===== config.mk =====
export PLATFORM = sky130hd
export DESIGN_NAME = stepper_phase_sequencer
export DESIGN_NICKNAME = d
export VERILOG_FILES = /design/src/rtl/stepper_pkg.sv /design/src/rtl/step_rate_divider.sv /design/src/rtl/stepper_phase_sequencer.sv
export SDC_FILE = /design/constraint.sdc
export NUM_CORES = 1
export LEC_CHECK = 0
export ABC_AREA = 0
export CAP_MARGIN = 20
export CORE_MARGIN = 4
export CORE_UTILIZATION = 31
export DETAILED_ROUTE_END_ITERATION = 8
export GPL_TIMING_DRIVEN = 0
export SLEW_MARGIN = 10
export SYNTH_ARGS = -nofsm -noshare
export SYNTH_HDL_FRONTEND = slang
export SYNTH_SLANG_ARGS = --single-unit

===== constraint.sdc =====
create_clock -name clk -period 3.8 [get_ports clk]
set_input_delay 0.38 -clock clk [delete_from_list [all_inputs] [get_ports clk]]
set_output_delay 0.38 -clock clk [all_outputs]
set_load 0.1 [all_outputs]

===== src/rtl/stepper_pkg.sv =====
// stepper_pkg: types and constants shared by the stepper phase sequencer blocks.
`default_nettype none

package stepper_pkg;

  typedef enum logic [1:0] {
    ST_IDLE = 2'd0,
    ST_RUN  = 2'd1,
    ST_HOLD = 2'd2
  } state_e;

  localparam logic CW  = 1'b1;
  localparam logic CCW = 1'b0;

  // Element 0 is the rightmost entry; even indices energize one coil, odd indices two.
  localparam logic [7:0][3:0] PHASE_TABLE = {
    4'b1001, 4'b0001, 4'b0011, 4'b0010,
    4'b0110, 4'b0100, 4'b1100, 4'b1000
  };

endpackage

`default_nettype wire


===== src/rtl/step_rate_divider.sv =====
// step_rate_divider: prescaler producing one tick per step period, with the period
// re-latched only at tick boundaries so a speed change never cuts an interval short.
`default_nettype none

module step_rate_divider #(
  parameter int BASE_DIV = 50000
) (
  input  logic       clk,
  input  logic       reset,
  input  logic       run_i,
  input  logic       load_i,
  input  logic [1:0] speed_sel_i,
  output logic       tick_o
);

  localparam int PER_W = $clog2(BASE_DIV * 8) + 1;
  localparam logic [PER_W-1:0] RST_PERIOD = PER_W'(BASE_DIV * 8);

  logic [PER_W-1:0] period_q, period_d;
  logic [PER_W-1:0] cnt_q, cnt_d;
  logic [PER_W-1:0] speed_period;

  assign speed_period = PER_W'(BASE_DIV) << (2'd3 - speed_sel_i);
  assign tick_o       = run_i && (cnt_q == period_q - 1'b1);

  always_comb begin
    cnt_d    = cnt_q;
    period_d = period_q;
    if (!run_i) begin
      cnt_d = '0;
      if (load_i) begin
        period_d = speed_period;
      end
    end else if (tick_o) begin
      cnt_d    = '0;
      period_d = speed_period;
    end else begin
      cnt_d = cnt_q + 1'b1;
    end
  end

  always_ff @(posedge clk or posedge reset) begin
    if (reset) begin
      cnt_q    <= '0;
      period_q <= RST_PERIOD;
    end else begin
      cnt_q    <= cnt_d;
      period_q <= period_d;
    end
  end

endmodule

`default_nettype wire


===== src/rtl/stepper_phase_sequencer.sv =====
// stepper_phase_sequencer: paced 4-coil phase sequencer with step strobe, signed
// position count and a dead-time after direction reversals.
`default_nettype none

module stepper_phase_sequencer
  import stepper_pkg::*;
#(
  parameter int BASE_DIV       = 50000,
  parameter int REV_HOLD_TICKS = 2,
  parameter int POS_W          = 16
) (
  input  logic                    clk,
  input  logic                    reset,
  input  logic                    enable,
  input  logic                    direction,
  input  logic                    half_step,
  input  logic [1:0]              speed_sel,
  output logic [3:0]              coils,
  output logic                    step_pulse,
  output logic signed [POS_W-1:0] position,
  output logic                    busy
);

  localparam int HOLD_W = (REV_HOLD_TICKS > 1) ? $clog2(REV_HOLD_TICKS) : 1;
  localparam logic [HOLD_W-1:0] HOLD_LAST =
    HOLD_W'((REV_HOLD_TICKS > 0) ? REV_HOLD_TICKS - 1 : 0);

  state_e                    state_q, state_d;
  logic [2:0]                idx_q, idx_d;
  logic                      last_dir_q, last_dir_d;
  logic [HOLD_W-1:0]         hold_cnt_q, hold_cnt_d;
  logic [3:0]                coils_q, coils_d;
  logic                      step_q, step_d;
  logic signed [POS_W-1:0]   pos_q, pos_d;
  logic                      tick;
  logic                      do_step;
  logic [2:0]                step_delta;
  logic [2:0]                idx_step;

  step_rate_divider #(
    .BASE_DIV (BASE_DIV)
  ) u_div (
    .clk         (clk),
    .reset       (reset),
    .run_i       (state_q != ST_IDLE),
    .load_i      ((state_q == ST_IDLE) && enable),
    .speed_sel_i (speed_sel),
    .tick_o      (tick)
  );

  // Full-step from an even index lands on the odd (two-coil) neighbour first.
  assign step_delta = (half_step || !idx_q[0]) ? 3'd1 : 3'd2;
  assign idx_step   = direction ? (idx_q + step_delta) : (idx_q - step_delta);

  always_comb begin
    state_d    = state_q;
    idx_d      = idx_q;
    last_dir_d = last_dir_q;
    hold_cnt_d = hold_cnt_q;
    coils_d    = coils_q;
    step_d     = 1'b0;
    pos_d      = pos_q;
    do_step    = 1'b0;

    case (state_q)
      ST_IDLE: begin
        coils_d = '0;
        if (enable) begin
          state_d    = ST_RUN;
          coils_d    = PHASE_TABLE[idx_q];
          last_dir_d = direction;
        end
      end
      ST_RUN: begin
        if (!enable) begin
          state_d = ST_IDLE;
          coils_d = '0;
        end else if (tick) begin
          if ((direction == last_dir_q) || (REV_HOLD_TICKS == 0)) begin
            do_step    = 1'b1;
            last_dir_d = direction;
          end else begin
            state_d    = ST_HOLD;
            last_dir_d = direction;
            hold_cnt_d = '0;
          end
        end
      end
      ST_HOLD: begin
        if (!enable) begin
          state_d = ST_IDLE;
          coils_d = '0;
        end else if (tick) begin
          if (direction != last_dir_q) begin
            last_dir_d = direction;
            hold_cnt_d = '0;
          end else if (hold_cnt_q == HOLD_LAST) begin
            state_d    = ST_RUN;
            hold_cnt_d = '0;
          end else begin
            hold_cnt_d = hold_cnt_q + 1'b1;
          end
        end
      end
      default: begin
        state_d = ST_IDLE;
        coils_d = '0;
      end
    endcase

    if (do_step) begin
      idx_d   = idx_step;
      coils_d = PHASE_TABLE[idx_step];
      step_d  = 1'b1;
      pos_d   = direction ? (pos_q + POS_W'(1)) : (pos_q - POS_W'(1));
    end
  end

  always_ff @(posedge clk or posedge reset) begin
    if (reset) begin
      state_q    <= ST_IDLE;
      idx_q      <= '0;
      last_dir_q <= CW;
      hold_cnt_q <= '0;
      coils_q    <= '0;
      step_q     <= 1'b0;
      pos_q      <= '0;
    end else begin
      state_q    <= state_d;
      idx_q      <= idx_d;
      last_dir_q <= last_dir_d;
      hold_cnt_q <= hold_cnt_d;
      coils_q    <= coils_d;
      step_q     <= step_d;
      pos_q      <= pos_d;
    end
  end

  assign coils      = coils_q;
  assign step_pulse = step_q;
  assign position   = pos_q;
  assign busy       = (state_q != ST_IDLE);

endmodule

`default_nettype wire


==> flow_summary.html, run 1 <==
<table>
<tr><th>Metric</th><th>Value</th></tr>
<tr><th colspan="2">Synth</th></tr>
<tr><td>Synthesized Nets</td><td>~450</td></tr>
<tr><td>Fraction of the yosys area taken by sequential cells</td><td>a little under two fifths</td></tr>
<tr><td>Post-synth EDFFs</td><td>0</td></tr>
<tr><td>Top post-synthesis cells by area</td><td>sky130_fd_sc_hd__dfrtp_1 (34%), sky130_fd_sc_hd__ha_1 (8.7%), sky130_fd_sc_hd__xor2_1 (5.9%)</td></tr>
<tr><td>Distinct cell type count after synthesis</td><td>between 50 and 60</td></tr>
<tr><td>YS warnings</td><td>0</td></tr>
<tr><td>Async set-or-reset flop fraction in the synthesized netlist</td><td>100%</td></tr>
<tr><td>Post-synthesis area per instance</td><td>9.41 sq um</td></tr>
<tr><td>Dominant cell type by area after synthesis</td><td>sky130_fd_sc_hd__dfrtp_1</td></tr>
<tr><td>Commonest cells in the netlist</td><td>sky130_fd_sc_hd__dfrtp_1 (52), sky130_fd_sc_hd__nor2_1 (45), sky130_fd_sc_hd__nand2_1 (35)</td></tr>
<tr><td>Most instantiated flip-flop cell in the synthesis netlist</td><td>sky130_fd_sc_hd__dfrtp_1</td></tr>
<tr><td>Seq cells post-synth</td><td>between 50 and 60</td></tr>
<tr><td>Top-count cell post-synth</td><td>sky130_fd_sc_hd__dfrtp_1</td></tr>
<tr><td>Proportion of netlist area held by the largest area contributor</td><td>33.6%</td></tr>
<tr><td>Cell area after technology mapping</td><td>~3900 sq um</td></tr>
<tr><td>Cell count after synthesis</td><td>between 400 and 500</td></tr>
<tr><th colspan="2">Run</th></tr>
<tr><td>Maximum capacitance violations</td><td>0</td></tr>
<tr><th colspan="2">Final layout</th></tr>
<tr><td>Final standard cell count with taps included and fillers excluded</td><td>622</td></tr>
<tr><td>Filler Cells Inserted</td><td>roughly 1.3k</td></tr>
<tr><td>Antenna diode count</td><td>0</td></tr>
<tr><td>Multi-input gate area</td><td>~2300 sq um</td></tr>
<tr><td>Register Area</td><td>1430 sq um</td></tr>
<tr><td>Final-stage net count</td><td>485</td></tr>
<tr><td>Synthesis-to-finish area growth</td><td>19.6%</td></tr>
<tr><td>Share of final-layout standard cells stronger than drive strength 1</td><td>between 10 and 15%</td></tr>
<tr><td>Layout Cell Area excl Fill</td><td>between 4000 and 5000 sq um</td></tr>
<tr><th colspan="2">Pwr</th></tr>
<tr><td>Switching fraction of total power</td><td>between 30 and 40%</td></tr>
<tr><td>Proportion of power drawn by the clock network</td><td>between 20% and 30%</td></tr>
<tr><td>Peak supply drop</td><td>0.193 mV</td></tr>
<tr><td>Internal power</td><td>between 0.001 and 0.0015 W</td></tr>
<tr><td>Power per Cell Area</td><td>533 nW/um^2</td></tr>
<tr><td>Net Sw Power</td><td>around 0.00097 W</td></tr>
<tr><td>Part of the power in combinational logic</td><td>37.1%</td></tr>
<tr><td>Share of total power in sequential cells</td><td>between 30% and 40%</td></tr>
<tr><td>PnR Total Power</td><td>roughly 0.0025 W</td></tr>
<tr><td>Leakage power of the design</td><td>about 2.1 nW</td></tr>
<tr><th colspan="2">Placed design</th></tr>
<tr><td>Detailed placement HPWL</td><td>6130 um</td></tr>
<tr><td>Number of port buffers</td><td>27</td></tr>
<tr><td>Dpl ws</td><td>-0.105 ns</td></tr>
<tr><td>Placed cell areas</td><td>roughly 4400 sq um</td></tr>
<tr><td>Placer congestion estimate</td><td>just under 0.8</td></tr>
<tr><td>Number of instances in the placed design</td><td>roughly 610</td></tr>
<tr><th colspan="2">Status</th></tr>
<tr><td>Status</td><td>finished clean</td></tr>
<tr><th colspan="2">Hold path</th></tr>
<tr><td>Hold path startpoint</td><td>position[15]</td></tr>
<tr><td>Hold-critical path endpoint</td><td>position[15]</td></tr>
<tr><td>Hold Path Stages</td><td>1</td></tr>
<tr><td>Hold crit path type</td><td>reg2reg</td></tr>
<tr><th colspan="2">Route</th></tr>
<tr><td>Routed vias/inst</td><td>4.87</td></tr>
<tr><td>DRT iter0 DRCs</td><td>210</td></tr>
<tr><td>Initial DRT Pass Iterations</td><td>4</td></tr>
<tr><td>Wire length reported by the detailed router</td><td>between 8000 and 9000 um</td></tr>
<tr><td>ANT nets after route</td><td>0</td></tr>
<tr><td>Overall via count from detail_route</td><td>3027</td></tr>
<tr><td>Routed len/inst</td><td>between 10 and 15 um</td></tr>
<tr><td>Residual DRC</td><td>0</td></tr>
<tr><th colspan="2">Clocking</th></tr>
<tr><td>Clock Latency Late Sink</td><td>0.33 ns</td></tr>
<tr><td>Hold buffers post-CTS</td><td>0</td></tr>
<tr><td>Clock-pin slew reported for the worst setup and hold paths after clock tree synthesis</td><td>0.05 ns</td></tr>
<tr><td>Longest Clk Path Bufs</td><td>2</td></tr>
<tr><td>Clock root cell</td><td>sky130_fd_sc_hd__clkbuf_16</td></tr>
<tr><td>Clock tree from TritonCTS</td><td>yes</td></tr>
<tr><td>Total clock buffers created by CTS</td><td>9</td></tr>
<tr><td>Clock sink count</td><td>57</td></tr>
<tr><td>CTS H-tree lvls</td><td>3</td></tr>
<tr><th colspan="2">GRT</th></tr>
<tr><td>First-pass GRT wire length</td><td>14700 um</td></tr>
<tr><td>Vias in the first global route</td><td>slightly above 3k</td></tr>
<tr><td>Tot GR Track Use</td><td>12.6%</td></tr>
<tr><td>Antenna violations before repair</td><td>0</td></tr>
<tr><td>Maximum number of pins on one net before global-route repair</td><td>between 50 and 60</td></tr>
<tr><td>Remaining global-route overflow</td><td>0</td></tr>
<tr><th colspan="2">Critical path</th></tr>
<tr><td>Critical path cell sequence</td><td>clkdlybuf4s50_1, clkinvlp_4, fa_2, a211o_1, a21oi_1, o21ai_0, a41o_1, o21ai_0, a21oi_1, xor2_1, mux2_4</td></tr>
<tr><td>Worst Path Max Fanout</td><td>17</td></tr>
<tr><td>Type of element capturing the critical path</td><td>flop</td></tr>
<tr><td>Worst R2R End</td><td>coils[1]</td></tr>
<tr><td>Biggest cell delay along the critical path</td><td>between 0.6 and 0.7 ns</td></tr>
<tr><td>Worst r2r src</td><td>u_div.period_q[14]</td></tr>
<tr><td>Slowest stage cell on the critical path</td><td>sky130_fd_sc_hd__clkdlybuf4s50_1</td></tr>
<tr><td>Cells on worst reg2reg path</td><td>12</td></tr>
<tr><td>Category of the worst setup path launch point</td><td>primary input</td></tr>
<tr><td>Worst setup slack for register-to-register paths</td><td>about 0.53 ns</td></tr>
<tr><td>Required arrival time at the worst endpoint</td><td>about 4.0 ns</td></tr>
<tr><td>Data arrival at the endpoint of the critical path</td><td>about 3.7 ns</td></tr>
<tr><td>Type of the worst setup path</td><td>in2reg</td></tr>
<tr><th colspan="2">Timing</th></tr>
<tr><td>Final number of max-transition violations</td><td>0</td></tr>
<tr><td>Slew at the pin with the worst max-slew slack</td><td>about 0.99 ns</td></tr>
<tr><td>Final setup violation count</td><td>0</td></tr>
<tr><td>Final Hold Vio Count</td><td>0</td></tr>
<tr><td>Setup skew after layout</td><td>~0.0045 ns</td></tr>
<tr><td>Worst Slack Setup Final</td><td>between 0.3 and 0.4 ns</td></tr>
<tr><td>Post-layout minimum cycle time</td><td>3.49 ns</td></tr>
<tr><td>Share of the cycle needed by the critical path after routing</td><td>between 90 and 100%</td></tr>
<tr><td>F_max</td><td>~290 MHz</td></tr>
<tr><td>Final hold slack</td><td>~0.47 ns</td></tr>
<tr><td>Setup repair after global routing missed its margin</td><td>false</td></tr>
<tr><td>Remaining max-slew budget at the tightest pin</td><td>between 30% and 40%</td></tr>
<tr><th colspan="2">Floorplanning</th></tr>
<tr><td>Area of the core</td><td>12100 sq um</td></tr>
<tr><td>Full die area</td><td>between 10000 and 15000 sq um</td></tr>
<tr><td>IO Pins</td><td>29</td></tr>
<tr><td>Number of standard-cell rows in the floorplan</td><td>40</td></tr>
<tr><td>Starting Density</td><td>between 30% and 40%</td></tr>
<tr><td>Height of the die</td><td>~120 um</td></tr>
<tr><td>Die Wd</td><td>~120 um</td></tr>
</table>
==> cells in the final DEF, fill, tap and decap left out, types with 7 or more instances in the layout <==
| master | netlist | final |
|---|---|---|
| sky130_fd_sc_hd__xnor2_1 | 25 | 25 |
| sky130_fd_sc_hd__xor2_1 | 26 | 26 |
| sky130_fd_sc_hd__a21oi_1 | 22 | 22 |
| sky130_fd_sc_hd__dfrtp_1 | 52 | 52 |
| sky130_fd_sc_hd__nand2_1 | 35 | 35 |
| sky130_fd_sc_hd__clkdlybuf4s50_1 | 0 | 27 |
| sky130_fd_sc_hd__clkbuf_16 | 0 | 9 |
| sky130_fd_sc_hd__nand3_1 | 9 | 9 |
| sky130_fd_sc_hd__o21ai_0 | 17 | 17 |
| sky130_fd_sc_hd__mux2i_1 | 7 | 7 |
| sky130_fd_sc_hd__nor3_1 | 13 | 13 |
| sky130_fd_sc_hd__inv_1 | 21 | 19 |
| sky130_fd_sc_hd__o21ai_1 | 12 | 12 |
| sky130_fd_sc_hd__ha_1 | 27 | 27 |
| sky130_fd_sc_hd__nor2_1 | 45 | 45 |
==> sequential cells by signal, indices dropped and copies added (netlist names), 2 cells and up <==
signal          count
u_div.cnt_q        20
position           16
u_div.period_q      9
coils               4
idx_q               3
state_q             2
==> metrics by stage <==
stage / setup TNS [ns] / util [%]
after floorplan: 0 / -
after global routing: 0 / 38.2
final: 0 / 38.2
after CTS: 0 / 38.1
after detailed placement: -0.187 / 35.9
after global placement: -0.192 / 35.9
==> power groups by stage <==
| stage | clock network [W] | registers (W) | logic [W] |
|---|---|---|---|
| 2_1_floorplan | 0 | 0.000882 | 0.000658 |
| 3_3_place_gp | 0 | 0.000832 | 0.000901 |
| 3_5_place_dp | 0 | 0.000838 | 0.000920 |
| 4_1_cts | 0.000747 | 0.000828 | 0.000926 |
| 5_1_grt | 0.000781 | 0.000839 | 0.00102 |
| 6_report | 0.000723 | 0.000826 | 0.000915 |
==> layer usage <==
layer / global-route usage [%] / part of all wire, %
met5: 0 / 0
met1: 16.6 / 48
met3: 3.82 / 3.6
met4: 3.22 / 1.0
met2: 20.4 / 47
==> cell families (layout without fill, tap and decap cells) <==
| logic type | Yosys count | in the layout | share of synthesized area [%] |
|---|---|---|---|
| AO/OA/AOI/OAI | 84 | 84 | 13.6 |
| multiplexers | 17 | 17 | 5.21 |
| flip-flops | 57 | 57 | 37.0 |
| XOR/XNOR | 52 | 52 | 12.0 |
| AND/OR/NAND/NOR | 140 | 140 | 18.3 |
| buffers and inverters | 32 | 75 | 4.08 |
| adder cells (fa/ha/maj) | 29 | 29 | 9.77 |
==> worst max-delay path by stage <==
stage	startpoint	endpoint	slack (ns)	cells after the start
after floorplan	state_q[0]	position[1]	0.61	10
after global routing	direction	position[14]	0.07	11
after detailed placement	direction	position[15]	-0.11	11
after global placement	direction	position[15]	-0.11	11
final	direction	position[14]	0.31	11
after CTS	direction	position[15]	0.22	11
==> cell type report <==
cell class / count / share of cell area [%]
clock buffer: 9 / 4.87
clock inverter: 7 / 0.811
sequential: 57 / 31.0
timing repair buffer: 27 / 5.84
inverter: 21 / 1.84
multi-input combinational: 322 / 49.4
tap: 168 / 4.54
buffer: 11 / 1.70
==> worst max-delay path, delay by kind of cell <==
family | cells | cell delay [ns]
compound gates | 6 | 1.33
xor+xnor | 1 | 0.16
fa+ha+maj | 1 | 0.54
buf+inv | 2 | 1.02
mux | 1 | 0.27
==> timing repair <==
| item | CTS | global route |
|---|---|---|
| resized for setup | 0 | 3 |
| buffers inserted | 0 | 0 |
| setup endpoints to repair | 0 | 2 |
(Power assumes the default switching activity.)
==> run 2: changes to the inputs <==
--- a/config.mk
+++ b/config.mk
@@ -8,9 +8,10 @@
 export ABC_AREA = 0
 export CAP_MARGIN = 20
 export CORE_MARGIN = 4
-export CORE_UTILIZATION = 31
+export CORE_UTILIZATION = 40
 export DETAILED_ROUTE_END_ITERATION = 8
 export GPL_TIMING_DRIVEN = 0
+export SKIP_CTS_REPAIR_TIMING = 1
 export SLEW_MARGIN = 10
 export SYNTH_ARGS = -nofsm -noshare
 export SYNTH_HDL_FRONTEND = slang
==> run 2 against run 1 <==
Against the previous run:
- cell area is 3.5% lower
- worst setup slack got worse by 0.0094 ns
- first-iteration DRC count fell by 54%
- routed wire length fell by 7.6%
- largest power group unchanged
- clock skew rose by 0.0065 ns
- largest cell class unchanged
- die area is 21% lower
- total power down 10%
- clock power decreased by 34%
- highest routed layer unchanged
- via count down 0.50%
- global-route usage increased by 2.4 points
- sequential power shrank 0.5%
- flip-flop and latch count stayed put
==> flow_summary.html, run 2 (synthesis gave the netlist of run 1 again) <==
<table>
<tr><th>Metric</th><th>Value</th></tr>
<tr><th colspan="2">Status</th></tr>
<tr><td>Status</td><td>finished clean (unchanged)</td></tr>
<tr><th colspan="2">Placed design</th></tr>
<tr><td>Dpl ws</td><td>-0.128 ns (was -0.105 ns)</td></tr>
<tr><td>Placed cell areas</td><td>4300 sq um (was 4350 sq um)</td></tr>
<tr><td>Number of instances in the placed design</td><td>567 (was 606)</td></tr>
<tr><td>Placer congestion estimate</td><td>0.811 (was 0.768)</td></tr>
<tr><td>Detailed placement HPWL</td><td>5730 um (was 6130 um)</td></tr>
<tr><td>Number of port buffers</td><td>27 (unchanged)</td></tr>
<tr><th colspan="2">Critical path</th></tr>
<tr><td>Type of the worst setup path</td><td>in2reg (unchanged)</td></tr>
<tr><td>Required arrival time at the worst endpoint</td><td>4.03 ns (was 4.01 ns)</td></tr>
<tr><td>Cells on worst reg2reg path</td><td>12 (unchanged)</td></tr>
<tr><td>Worst r2r src</td><td>u_div.period_q[14] (unchanged)</td></tr>
<tr><td>Worst R2R End</td><td>coils[1] (unchanged)</td></tr>
<tr><td>Category of the worst setup path launch point</td><td>primary input (unchanged)</td></tr>
<tr><td>Type of element capturing the critical path</td><td>flop (unchanged)</td></tr>
<tr><td>Worst Path Max Fanout</td><td>17 (unchanged)</td></tr>
<tr><td>Worst setup slack for register-to-register paths</td><td>0.50 ns (was 0.53 ns)</td></tr>
<tr><td>Data arrival at the endpoint of the critical path</td><td>3.72 ns (was 3.70 ns)</td></tr>
<tr><td>Launching element of the worst setup path</td><td>direction (unchanged)</td></tr>
<tr><th colspan="2">Final layout</th></tr>
<tr><td>Filler Cells Inserted</td><td>896 (was 1250)</td></tr>
<tr><td>Multi-input gate area</td><td>2290 sq um (about the same)</td></tr>
<tr><td>Register Area</td><td>1430 sq um (unchanged)</td></tr>
<tr><td>Layout Cell Area excl Fill</td><td>4460 sq um (was 4630 sq um)</td></tr>
<tr><td>Register containing the most flip-flops in the final layout</td><td>u_div.cnt_q (unchanged)</td></tr>
<tr><td>Most common library cell in the layout ignoring fill and taps</td><td>sky130_fd_sc_hd__dfrtp_1 (unchanged)</td></tr>
<tr><td>Synthesis-to-finish area growth</td><td>15.4% (was 19.6%)</td></tr>
<tr><td>Share of final-layout standard cells stronger than drive strength 1</td><td>9.98% (was 11.2%)</td></tr>
<tr><td>Max reg flops</td><td>20 (unchanged)</td></tr>
<tr><td>Final standard cell count with taps included and fillers excluded</td><td>580 (was 622)</td></tr>
<tr><td>Most frequent cells in the layout</td><td>sky130_fd_sc_hd__dfrtp_1 (52), sky130_fd_sc_hd__nor2_1 (45), sky130_fd_sc_hd__nand2_1 (35) (unchanged)</td></tr>
<tr><td>Antenna diode count</td><td>0 (unchanged)</td></tr>
<tr><td>Final-stage net count</td><td>485 (unchanged)</td></tr>
<tr><th colspan="2">Route</th></tr>
<tr><td>Overall via count from detail_route</td><td>3012 (was 3027)</td></tr>
<tr><td>DRT iter0 DRCs</td><td>97 (was 210)</td></tr>
<tr><td>Total length of routed met3 wires</td><td>203 um (was 313 um)</td></tr>
<tr><td>Routed metal-1 wirelength</td><td>3870 um (was 4200 um)</td></tr>
<tr><td>Uppermost signal routing layer after detailed routing</td><td>met4 (unchanged)</td></tr>
<tr><td>Residual DRC</td><td>0 (unchanged)</td></tr>
<tr><td>Wire length reported by the detailed router</td><td>8020 um (was 8690 um)</td></tr>
<tr><td>Total met2 wirelength after detailed routing</td><td>3870 um (was 4090 um)</td></tr>
<tr><td>Initial DRT Pass Iterations</td><td>4 (unchanged)</td></tr>
<tr><td>ANT nets after route</td><td>0 (unchanged)</td></tr>
<tr><td>Routed len/inst</td><td>13.8 um (was 14.0 um)</td></tr>
<tr><td>Routed vias/inst</td><td>5.19 (was 4.87)</td></tr>
<tr><th colspan="2">Timing</th></tr>
<tr><td>Summed negative setup slack over all endpoints</td><td>0 ns (unchanged)</td></tr>
<tr><td>Final hold slack</td><td>0.467 ns (about the same)</td></tr>
<tr><td>Final Hold Vio Count</td><td>0 (unchanged)</td></tr>
<tr><td>Final setup violation count</td><td>0 (unchanged)</td></tr>
<tr><td>Setup repair after global routing missed its margin</td><td>false (unchanged)</td></tr>
<tr><td>Remaining max-slew budget at the tightest pin</td><td>34.2% (was 33.8%)</td></tr>
<tr><td>Final number of max-transition violations</td><td>0 (unchanged)</td></tr>
<tr><td>Slew at the pin with the worst max-slew slack</td><td>0.984 ns (was 0.990 ns)</td></tr>
<tr><td>F_max</td><td>286 MHz (was 287 MHz)</td></tr>
<tr><td>Setup skew after layout</td><td>0.0110 ns (was 0.00448 ns)</td></tr>
<tr><td>Post-layout minimum cycle time</td><td>3.49 ns (about the same)</td></tr>
<tr><td>Share of the cycle needed by the critical path after routing</td><td>92.0% (was 91.7%)</td></tr>
<tr><td>Worst Slack Setup Final</td><td>0.305 ns (was 0.315 ns)</td></tr>
<tr><th colspan="2">Pwr</th></tr>
<tr><td>Power per Cell Area</td><td>495 nW/um^2 (was 533 nW/um^2)</td></tr>
<tr><td>Leakage power of the design</td><td>2.05 nW (was 2.11 nW)</td></tr>
<tr><td>Peak supply drop</td><td>0.165 mV (was 0.193 mV)</td></tr>
<tr><th colspan="2">Run</th></tr>
<tr><td>Maximum capacitance violations</td><td>0 (unchanged)</td></tr>
<tr><th colspan="2">Floorplanning</th></tr>
<tr><td>Height of the die</td><td>106 um (was 120 um)</td></tr>
<tr><td>Number of standard-cell rows in the floorplan</td><td>35 (was 40)</td></tr>
<tr><td>Die Wd</td><td>106 um (was 120 um)</td></tr>
<tr><td>IO Pins</td><td>29 (unchanged)</td></tr>
<tr><td>Full die area</td><td>11300 sq um (was 14300 sq um)</td></tr>
<tr><td>Area of the core</td><td>9330 sq um (was 12100 sq um)</td></tr>
<tr><td>Starting Density</td><td>41.5% (was 31.9%)</td></tr>
<tr><th colspan="2">Clocking</th></tr>
<tr><td>CTS H-tree lvls</td><td>3 (unchanged)</td></tr>
<tr><td>Clock-pin slew reported for the worst setup and hold paths after clock tree synthesis</td><td>0.07 ns (was 0.05 ns)</td></tr>
<tr><td>Clock tree from TritonCTS</td><td>yes (unchanged)</td></tr>
<tr><td>Clock root cell</td><td>sky130_fd_sc_hd__clkbuf_8 (was sky130_fd_sc_hd__clkbuf_16)</td></tr>
<tr><td>Total clock buffers created by CTS</td><td>9 (unchanged)</td></tr>
<tr><td>Clock Latency Late Sink</td><td>0.34 ns (was 0.33 ns)</td></tr>
<tr><td>Longest Clk Path Bufs</td><td>2 (unchanged)</td></tr>
<tr><td>Clock sink count</td><td>57 (unchanged)</td></tr>
<tr><th colspan="2">GRT</th></tr>
<tr><td>Vias in the first global route</td><td>2937 (was 3081)</td></tr>
<tr><td>First-pass GRT wire length</td><td>13800 um (was 14700 um)</td></tr>
<tr><td>Antenna violations before repair</td><td>0 (unchanged)</td></tr>
<tr><td>Remaining global-route overflow</td><td>0 (unchanged)</td></tr>
<tr><td>Maximum number of pins on one net before global-route repair</td><td>58 (unchanged)</td></tr>
<tr><td>Tot GR Track Use</td><td>15.1% (was 12.6%)</td></tr>
<tr><th colspan="2">Hold path</th></tr>
<tr><td>Hold-critical path endpoint</td><td>u_div.cnt_q[0] (was position[15])</td></tr>
<tr><td>Hold crit path type</td><td>reg2reg (unchanged)</td></tr>
<tr><td>Hold Path Stages</td><td>1 (unchanged)</td></tr>
<tr><td>Hold path startpoint</td><td>u_div.cnt_q[0] (was position[15])</td></tr>
</table>
run 2: cell types whose count changed in the layout (fill, tap and decap cells not counted), sizes merged:
cell      change
clkinv        -5
clkbuf        +3
clkinvlp      -1
run 2: layer usage:
| layer | vias to the layer above | track usage [%] |
|---|---|---|
| met5 | - | 0 |
| met3 | 9 | 4.31 |
| met4 | 0 | 3.89 |
| li1 | 1509 | - |
| met1 | 1461 | 19.3 |
| met2 | 33 | 25.1 |
run 2: critical path, cell delays in order:
cell	delay, ns
sky130_fd_sc_hd__clkdlybuf4s50_1	0.62
sky130_fd_sc_hd__clkinvlp_4	0.42
sky130_fd_sc_hd__fa_1	0.59
sky130_fd_sc_hd__a211o_1	0.31
sky130_fd_sc_hd__a21oi_1	0.18
sky130_fd_sc_hd__o21ai_0	0.16
sky130_fd_sc_hd__a41o_1	0.29
sky130_fd_sc_hd__o21ai_0	0.23
sky130_fd_sc_hd__a21oi_1	0.12
sky130_fd_sc_hd__xor2_1	0.15
sky130_fd_sc_hd__mux2_4	0.27
run 2: metrics by stage:
stage	util, %	total power (W)
6_report	47.9	0.00221
5_1_grt	47.9	0.00236
4_1_cts	47.7	0.00224
3_5_place_dp	46.1	0.00175
3_3_place_gp	46.1	0.00173
2_1_floorplan	-	0.00154
run 2: how the worst max path moves through the flow:
| stage | to | cells past startpoint |
|---|---|---|
| 2_1_floorplan | position[1] | 10 |
| 3_3_place_gp | position[13] | 11 |
| 3_5_place_dp | position[15] | 11 |
| 4_1_cts | position[15] | 11 |
| 5_1_grt | position[14] | 11 |
| 6_report | position[14] | 11 |
run 2: area by class of cell:
| class | count | area share [%] |
|---|---|---|
| repair buffers | 27 | 6.05 |
| multi-input cells | 322 | 51.2 |
| flip-flops and latches | 57 | 32.1 |
| clock buffers | 12 | 3.25 |
| clock inverters | 1 | 0.112 |
| plain buffers | 11 | 1.77 |
| inverters | 21 | 1.91 |
| well taps | 129 | 3.62 |
run 2: power by group:
part           internal, W  switching (W)  total (W)
registers         0.000712       0.000110   0.000822
logic             0.000345       0.000569   0.000914
clock network     0.000243       0.000232   0.000475
==> run 3: changes to the inputs <==
--- a/config.mk
+++ b/config.mk
@@ -10,8 +10,8 @@
 export CORE_MARGIN = 4
 export CORE_UTILIZATION = 40
 export DETAILED_ROUTE_END_ITERATION = 8
-export GPL_TIMING_DRIVEN = 0
 export SKIP_CTS_REPAIR_TIMING = 1
+export SKIP_LAST_GASP = 1
 export SLEW_MARGIN = 10
 export SYNTH_ARGS = -nofsm -noshare
 export SYNTH_HDL_FRONTEND = slang
==> run 3 against run 2 <==
Against the previous run:
- routed wire length fell by 0.95%
- utilization increased by 0.094 points
- total power is 3.5% higher
- first-iteration DRC count fell by 8.2%
- global-route usage grew 0.10 points
- sequential power rose by 3.0%
- critical path type is now reg2reg
- largest power group unchanged
==> flow_summary.html, run 3 (synthesis gave the netlist of run 1 again) <==
<table>
<tr><th>Metric</th><th>Value</th></tr>
<tr><th colspan="2">Status</th></tr>
<tr><td>Status</td><td>finished clean (unchanged)</td></tr>
<tr><th colspan="2">Floorplanning</th></tr>
<tr><td>Die Wd</td><td>106 um (unchanged)</td></tr>
<tr><td>IO Pins</td><td>29 (unchanged)</td></tr>
<tr><td>Height of the die</td><td>106 um (unchanged)</td></tr>
<tr><td>Area of the core</td><td>9330 sq um (unchanged)</td></tr>
<tr><td>Number of standard-cell rows in the floorplan</td><td>35 (unchanged)</td></tr>
<tr><td>Starting Density</td><td>41.5% (unchanged)</td></tr>
<tr><td>Full die area</td><td>11300 sq um (unchanged)</td></tr>
<tr><th colspan="2">Final layout</th></tr>
<tr><td>Share of final-layout standard cells stronger than drive strength 1</td><td>10.7% (was 9.98%)</td></tr>
<tr><td>Most frequent cells in the layout</td><td>sky130_fd_sc_hd__dfrtp_1 (52), sky130_fd_sc_hd__nor2_1 (45), sky130_fd_sc_hd__nand2_1 (35) (unchanged)</td></tr>
<tr><td>Max reg flops</td><td>20 (unchanged)</td></tr>
<tr><td>Multi-input gate area</td><td>2280 sq um (was 2290 sq um)</td></tr>
<tr><td>Register Area</td><td>1430 sq um (unchanged)</td></tr>
<tr><td>Post-Route Utilization</td><td>48.0% (was 47.9%)</td></tr>
<tr><td>Antenna diode count</td><td>0 (unchanged)</td></tr>
<tr><td>Most common library cell in the layout ignoring fill and taps</td><td>sky130_fd_sc_hd__dfrtp_1 (unchanged)</td></tr>
<tr><td>Synthesis-to-finish area growth</td><td>15.6% (was 15.4%)</td></tr>
<tr><td>Filler Cells Inserted</td><td>882 (was 896)</td></tr>
<tr><td>Final-stage net count</td><td>481 (was 485)</td></tr>
<tr><td>Register containing the most flip-flops in the final layout</td><td>u_div.cnt_q (unchanged)</td></tr>
<tr><th colspan="2">Critical path</th></tr>
<tr><td>Category of the worst setup path launch point</td><td>flop (was primary input)</td></tr>
<tr><td>Data arrival at the endpoint of the critical path</td><td>3.51 ns (was 3.72 ns)</td></tr>
<tr><td>Required arrival time at the worst endpoint</td><td>4.02 ns (was 4.03 ns)</td></tr>
<tr><td>Type of the worst setup path</td><td>reg2reg (was in2reg)</td></tr>
<tr><td>Type of element capturing the critical path</td><td>flop (unchanged)</td></tr>
<tr><td>Worst Path Max Fanout</td><td>38 (was 17)</td></tr>
<tr><th colspan="2">Placed design</th></tr>
<tr><td>Number of port buffers</td><td>28 (was 27)</td></tr>
<tr><td>Dpl ws</td><td>0.432 ns (was -0.128 ns)</td></tr>
<tr><td>Placer congestion estimate</td><td>0.828 (was 0.811)</td></tr>
<tr><td>Detailed placement HPWL</td><td>5770 um (was 5730 um)</td></tr>
<tr><th colspan="2">Clocking</th></tr>
<tr><td>Clock Latency Late Sink</td><td>0.34 ns (about the same)</td></tr>
<tr><td>CTS H-tree lvls</td><td>3 (unchanged)</td></tr>
<tr><td>Clock tree from TritonCTS</td><td>yes (unchanged)</td></tr>
<tr><td>Total clock buffers created by CTS</td><td>9 (unchanged)</td></tr>
<tr><td>Clock-pin slew reported for the worst setup and hold paths after clock tree synthesis</td><td>0.07 ns (about the same)</td></tr>
<tr><td>Clock sink count</td><td>57 (unchanged)</td></tr>
<tr><td>Clock root cell</td><td>sky130_fd_sc_hd__clkbuf_8 (unchanged)</td></tr>
<tr><td>Longest Clk Path Bufs</td><td>2 (unchanged)</td></tr>
<tr><th colspan="2">GRT</th></tr>
<tr><td>Antenna violations before repair</td><td>0 (unchanged)</td></tr>
<tr><td>Vias in the first global route</td><td>3066 (was 2937)</td></tr>
<tr><td>First-pass GRT wire length</td><td>14100 um (was 13800 um)</td></tr>
<tr><td>Tot GR Track Use</td><td>15.2% (was 15.1%)</td></tr>
<tr><td>Remaining global-route overflow</td><td>0 (unchanged)</td></tr>
<tr><td>Maximum number of pins on one net before global-route repair</td><td>39 (was 58)</td></tr>
<tr><th colspan="2">Route</th></tr>
<tr><td>Initial DRT Pass Iterations</td><td>4 (unchanged)</td></tr>
<tr><td>Overall via count from detail_route</td><td>3005 (was 3012)</td></tr>
<tr><td>ANT nets after route</td><td>0 (unchanged)</td></tr>
<tr><td>Routed len/inst</td><td>13.7 um (was 13.8 um)</td></tr>
<tr><td>Routed vias/inst</td><td>5.19 (about the same)</td></tr>
<tr><td>Residual DRC</td><td>0 (unchanged)</td></tr>
<tr><td>DRT iter0 DRCs</td><td>89 (was 97)</td></tr>
<tr><td>Wire length reported by the detailed router</td><td>7950 um (was 8020 um)</td></tr>
<tr><th colspan="2">Timing</th></tr>
<tr><td>Final Hold Vio Count</td><td>0 (unchanged)</td></tr>
<tr><td>Share of the cycle needed by the critical path after routing</td><td>86.6% (was 92.0%)</td></tr>
<tr><td>Setup skew after layout</td><td>0.00841 ns (was 0.0110 ns)</td></tr>
<tr><td>F_max</td><td>304 MHz (was 286 MHz)</td></tr>
<tr><td>Final number of max-transition violations</td><td>0 (unchanged)</td></tr>
<tr><td>Summed negative setup slack over all endpoints</td><td>0 ns (unchanged)</td></tr>
<tr><td>Post-layout minimum cycle time</td><td>3.29 ns (was 3.49 ns)</td></tr>
<tr><td>Slew at the pin with the worst max-slew slack</td><td>0.978 ns (was 0.984 ns)</td></tr>
<tr><td>Final setup violation count</td><td>0 (unchanged)</td></tr>
<tr><td>Setup repair after global routing missed its margin</td><td>false (unchanged)</td></tr>
<tr><td>Worst Slack Setup Final</td><td>0.510 ns (was 0.305 ns)</td></tr>
<tr><td>Remaining max-slew budget at the tightest pin</td><td>34.6% (was 34.2%)</td></tr>
<tr><th colspan="2">Pwr</th></tr>
<tr><td>Peak supply drop</td><td>0.218 mV (was 0.165 mV)</td></tr>
<tr><td>Power per Cell Area</td><td>512 nW/um^2 (was 495 nW/um^2)</td></tr>
<tr><td>Leakage power of the design</td><td>2.06 nW (was 2.05 nW)</td></tr>
<tr><th colspan="2">Hold path</th></tr>
<tr><td>Hold crit path type</td><td>in2async (was reg2reg)</td></tr>
<tr><th colspan="2">Run</th></tr>
<tr><td>Maximum capacitance violations</td><td>0 (unchanged)</td></tr>
</table>
run 3: critical path, cell delays in order (launching register included):
cell                       delay, ns
sky130_fd_sc_hd__dfrtp_1        0.48
sky130_fd_sc_hd__inv_1          0.11
sky130_fd_sc_hd__ha_1           0.20
sky130_fd_sc_hd__nor3b_4        0.35
sky130_fd_sc_hd__nand3_1        0.12
sky130_fd_sc_hd__a221o_1        0.41
sky130_fd_sc_hd__and4bb_1       0.27
sky130_fd_sc_hd__nand4_2        0.20
sky130_fd_sc_hd__or3_1          0.41
sky130_fd_sc_hd__buf_4          0.27
sky130_fd_sc_hd__mux2_4         0.34
run 3: layout make-up:
class / instances / share of cell area [%]
clock buffer: 11 / 3.16
clock inverter: 5 / 1.23
inverter: 21 / 1.76
multi-input combinational: 322 / 50.9
sequential: 57 / 32.0
tap: 129 / 3.61
timing repair buffer: 34 / 7.27
run 3: per-stage QoR:
stage | area, sq um | cells | hold WS [ns] | total power, W
after floorplan | 3870 | 411 | 0.425 | 0.00154
after global placement | 4280 | 563 | 0.442 | 0.00171
after detailed placement | 4280 | 563 | 0.448 | 0.00172
after CTS | 4470 | 579 | 0.460 | 0.00232
after global routing | 4470 | 579 | 0.498 | 0.00245
final | 4470 | 579 | 0.442 | 0.00229
run 3: worst paths after layout:
check	slack, ns	startpoint	endpoint	cells past startpoint
min	0.44	reset	position[7]	2
max reg2reg	0.51	u_div.period_q[14]	position[1]	10
max in group asynchronous	2.51	reset	last_dir_q	3
max	0.51	u_div.period_q[14]	position[1]	10
min in group clk	0.45	u_div.cnt_q[0]	u_div.cnt_q[0]	1
min reg2reg	0.45	u_div.cnt_q[0]	u_div.cnt_q[0]	1
run 3: metal layers:
metal | track usage, % | wire length [um]
met2 | 25.2 | 3820
met4 | 3.61 | 86
met3 | 4.74 | 267
met5 | 0 | 0
met1 | 19.3 | 3770
run 3: report_power, final:
group          internal (W)  leakage, nW  switching, W
Combinational      0.000328         1.21      0.000538
Clock              0.000318       0.0953      0.000258
Sequential         0.000711        0.754      0.000136
==> RTL change: new RTL, settings of run 3 <==
The 3 states of `state_e` get a one-hot encoding in 3 bits.
--- a/src/rtl/stepper_pkg.sv
+++ b/src/rtl/stepper_pkg.sv
@@ -5,6 +5,6 @@
 
-  typedef enum logic [1:0] {
-    ST_IDLE = 2'd0,
-    ST_RUN  = 2'd1,
-    ST_HOLD = 2'd2
+  typedef enum logic [2:0] {
+    ST_IDLE = 3'b001,
+    ST_RUN  = 3'b010,
+    ST_HOLD = 3'b100
   } state_e;
Function: no difference found for any inputs over 10 cycles, from zero or initial values and one cycle with reset high; not proved beyond that.
==> RTL change against run 3 <==
  * Count of clock-buffer cells in the layout increased by 3
  * Area after synthesis is 0.55% higher
  * Fmax grew 6.3%
  * Cell area up 0.45%
  * Utilization barely moved
  * Final cell count up 1.7%
  * Setup slack better by 200 ps
  * Synthesized cell count up 2.7%
  * Sequential cell count up 1
  * Routed wire length up 7.1%
  * Largest cell class unchanged
Power is not compared: it rests on default switching activity, and its combinational part moved more than twofold at a synthesized area within 25%.
==> RTL change: results (changes against run 3) <==
| Metric | Value |
|---|---|
| Avg WL per Cell | `14.4 um (+5.3%)` |
| Reported net switching power | `0.595 mW` |
| Iteration-0 DRC count of the detailed router | `125 (+40%)` |
| Via Count | `3,099 (+3.1%)` |
| CP max FO | `4 (-89%)` |
| Path type of the worst min-delay path | `in -> async` |
| Largest Register | `u_div.cnt_q` |
| Ant diodes | `0 (unchanged)` |
| Detailed placement HPWL | `6100 um (+5.6%)` |
| Maximum vdd ir drop | `0.132 mV` |
| Synth top area cells | `sky130_fd_sc_hd__dfrtp_1 33%, sky130_fd_sc_hd__ha_1 7.4%, sky130_fd_sc_hd__xor2_1 5.2%` |
| GR Util All Layers | `0.162 (+0.0106)` |
| Status | `finished, final reports clean` |
| Syn_nets | `454 (+1.6%)` |
| Inserted Clock Buffers | `9 (unchanged)` |
| Synth warn | `0 (unchanged)` |
| Async set or reset register ratio after synthesis | `1.00 (unchanged)` |
| Parity-gate share of the synthesized area counting xor and xnor cells | `0.103 (-0.0164)` |
| Share of synthesized area spent on multiplexers | `0.0331 (-0.0189)` |
| Most used flip-flop cell after synthesis | `sky130_fd_sc_hd__dfrtp_1` |
| Final core utilization | `0.479 (about the same)` |
| Reported leakage power | `1.98 nW` |
| Worst clock skew | `10.9 ps (+2.46 ps)` |
| Detailed-router iteration count before antenna repair | `4 (unchanged)` |
| Post-synth top cells | `52 x sky130_fd_sc_hd__dfrtp_1, 41 x sky130_fd_sc_hd__nand2_1, 41 x sky130_fd_sc_hd__nor2_1` |
| # DRC | `0 (unchanged)` |
| Mapped Cells | `422 (+2.7%)` |
| Gp weighted congestion | `0.806 (-2.8%)` |
| Ratio of cells with drive above 1 in the final layout | `0.102 (-0.00449)` |
| Number of antenna violations at the first check in global routing | `0 (unchanged)` |
| Post-synthesis share of cell area spent on full adders, half adders and majority gates | `0.0843 (-0.0134)` |
| Max reg flops | `20 (unchanged)` |
| Port bufs | `28 (unchanged)` |
| Global-route wire length before repair | `14,800 um (+5.3%)` |
| Placed standard-cell area | `4310 um2 (+0.79%)` |
| Sequential share of the synthesized area | `0.375 (+0.00473)` |
| Number of distinct standard cells referenced by the synthesized netlist | `61 (+15%)` |
| Number of nets in the layout | `487 (+1.2%)` |
| H-tree level count | `3 (unchanged)` |
| Post-synthesis compound-gate area fraction | `0.146 (+0.00987)` |
| Clock slew at the register clock pins of the worst setup and hold paths | `70 ps (about the same)` |
| Post-Layout Cell Count | `589 (+1.7%)` |
| Pin count of the biggest net entering global routing | `31 (-21%)` |
| Source-to-sink clock delay at the later pin of the worst-skew pair | `340 ps (about the same)` |
| Placed insts | `573 (+1.8%)` |
| Maximum buffer depth of the clock tree | `2 (unchanged)` |
| Root buffer cell | `sky130_fd_sc_hd__clkbuf_8` |
| Worst-case headroom to the max-slew limit | `0.339 (-0.00648)` |
| Filler cell count in the final layout | `934 (+5.9%)` |
==> RTL change: changes by cell type in the layout (fill, tap and decap cells not counted), moves of 5 or more <==
cell and delta:
sky130_fd_sc_hd__nand3_1 +13, sky130_fd_sc_hd__mux2_4 -5, sky130_fd_sc_hd__and4_1 +5, sky130_fd_sc_hd__o211ai_1 +5
sky130_fd_sc_hd__nand2_1 +6
==> RTL change: final timing paths <==
kind / slack, ps / from / depth (start not counted) / to
setup reg to reg: 770 / u_div.period_q[16] / 8 / position[14]
hold / removal: 460 / reset / 2 / position[7]
max in group asynchronous: 2450 / reset / 3 / last_dir_q
setup / recovery: 710 / direction / 12 / position[14]
hold reg to reg: 460 / u_div.cnt_q[0] / 1 / u_div.cnt_q[0]
min in group clk: 460 / u_div.cnt_q[0] / 1 / u_div.cnt_q[0]
==> RTL change: stage by stage <==
stage	hold WS, ps	setup WS (ps)
after floorplan	430	587
after global routing	490	473
after CTS	468	738
after detailed placement	459	376
after global placement	451	450
final	456	706
==> RTL change: power by group through the flow <==
stage	clock [mW]	combinational (mW)	sequential (mW)
2_1_floorplan	0	0.361	0.755
3_3_place_gp	0	0.414	0.781
3_5_place_dp	0	0.424	0.784
4_1_cts	0.557	0.428	0.774
5_1_grt	0.586	0.471	0.784
6_report	0.539	0.426	0.773
==> RTL change: final cells by class <==
| class | count | share of cell area |
|---|---|---|
| Tap cell | 129 | 0.0359 |
| Clock buffer | 14 | 0.0384 |
| Sequential cell | 58 | 0.325 |
| Multi-Input combinational cell | 334 | 0.510 |
| Timing Repair Buffer | 35 | 0.0741 |
| Clock inverter | 2 | 0.00223 |
| Inverter | 17 | 0.0142 |
==> RTL change: kinds of logic (layout without fill, tap and decap cells) <==
kind of cell,Yosys count,in the layout
AOI/OAI and AO/OA,91,91
xor gates and xnor gates,45,45
adders and majority gates,25,25
buffers and inverters,30,68
DFF,58,58
muxes,12,12
and+or+nand+nor,161,161
==> RTL change: layer usage <==
layer,vias to the layer above,part of all wire,track usage
met5,-,0,0
met4,0,0.017,0.0776
met3,10,0.028,0.0319
met2,42,0.46,0.253
met1,1489,0.49,0.217
li1,1558,-,-
==> RTL change: critical path, cell delays in order <==
cell and delay, ps:
sky130_fd_sc_hd__clkdlybuf4s50_1 500, sky130_fd_sc_hd__inv_1 110, sky130_fd_sc_hd__fa_1 470, sky130_fd_sc_hd__a21oi_1 170, sky130_fd_sc_hd__o21ai_0 190, sky130_fd_sc_hd__o41ai_1 380
sky130_fd_sc_hd__buf_4 190, sky130_fd_sc_hd__o21ai_0 110, sky130_fd_sc_hd__o21a_1 220, sky130_fd_sc_hd__o2111ai_1 200, sky130_fd_sc_hd__o211ai_1 120, sky130_fd_sc_hd__mux2_1 290
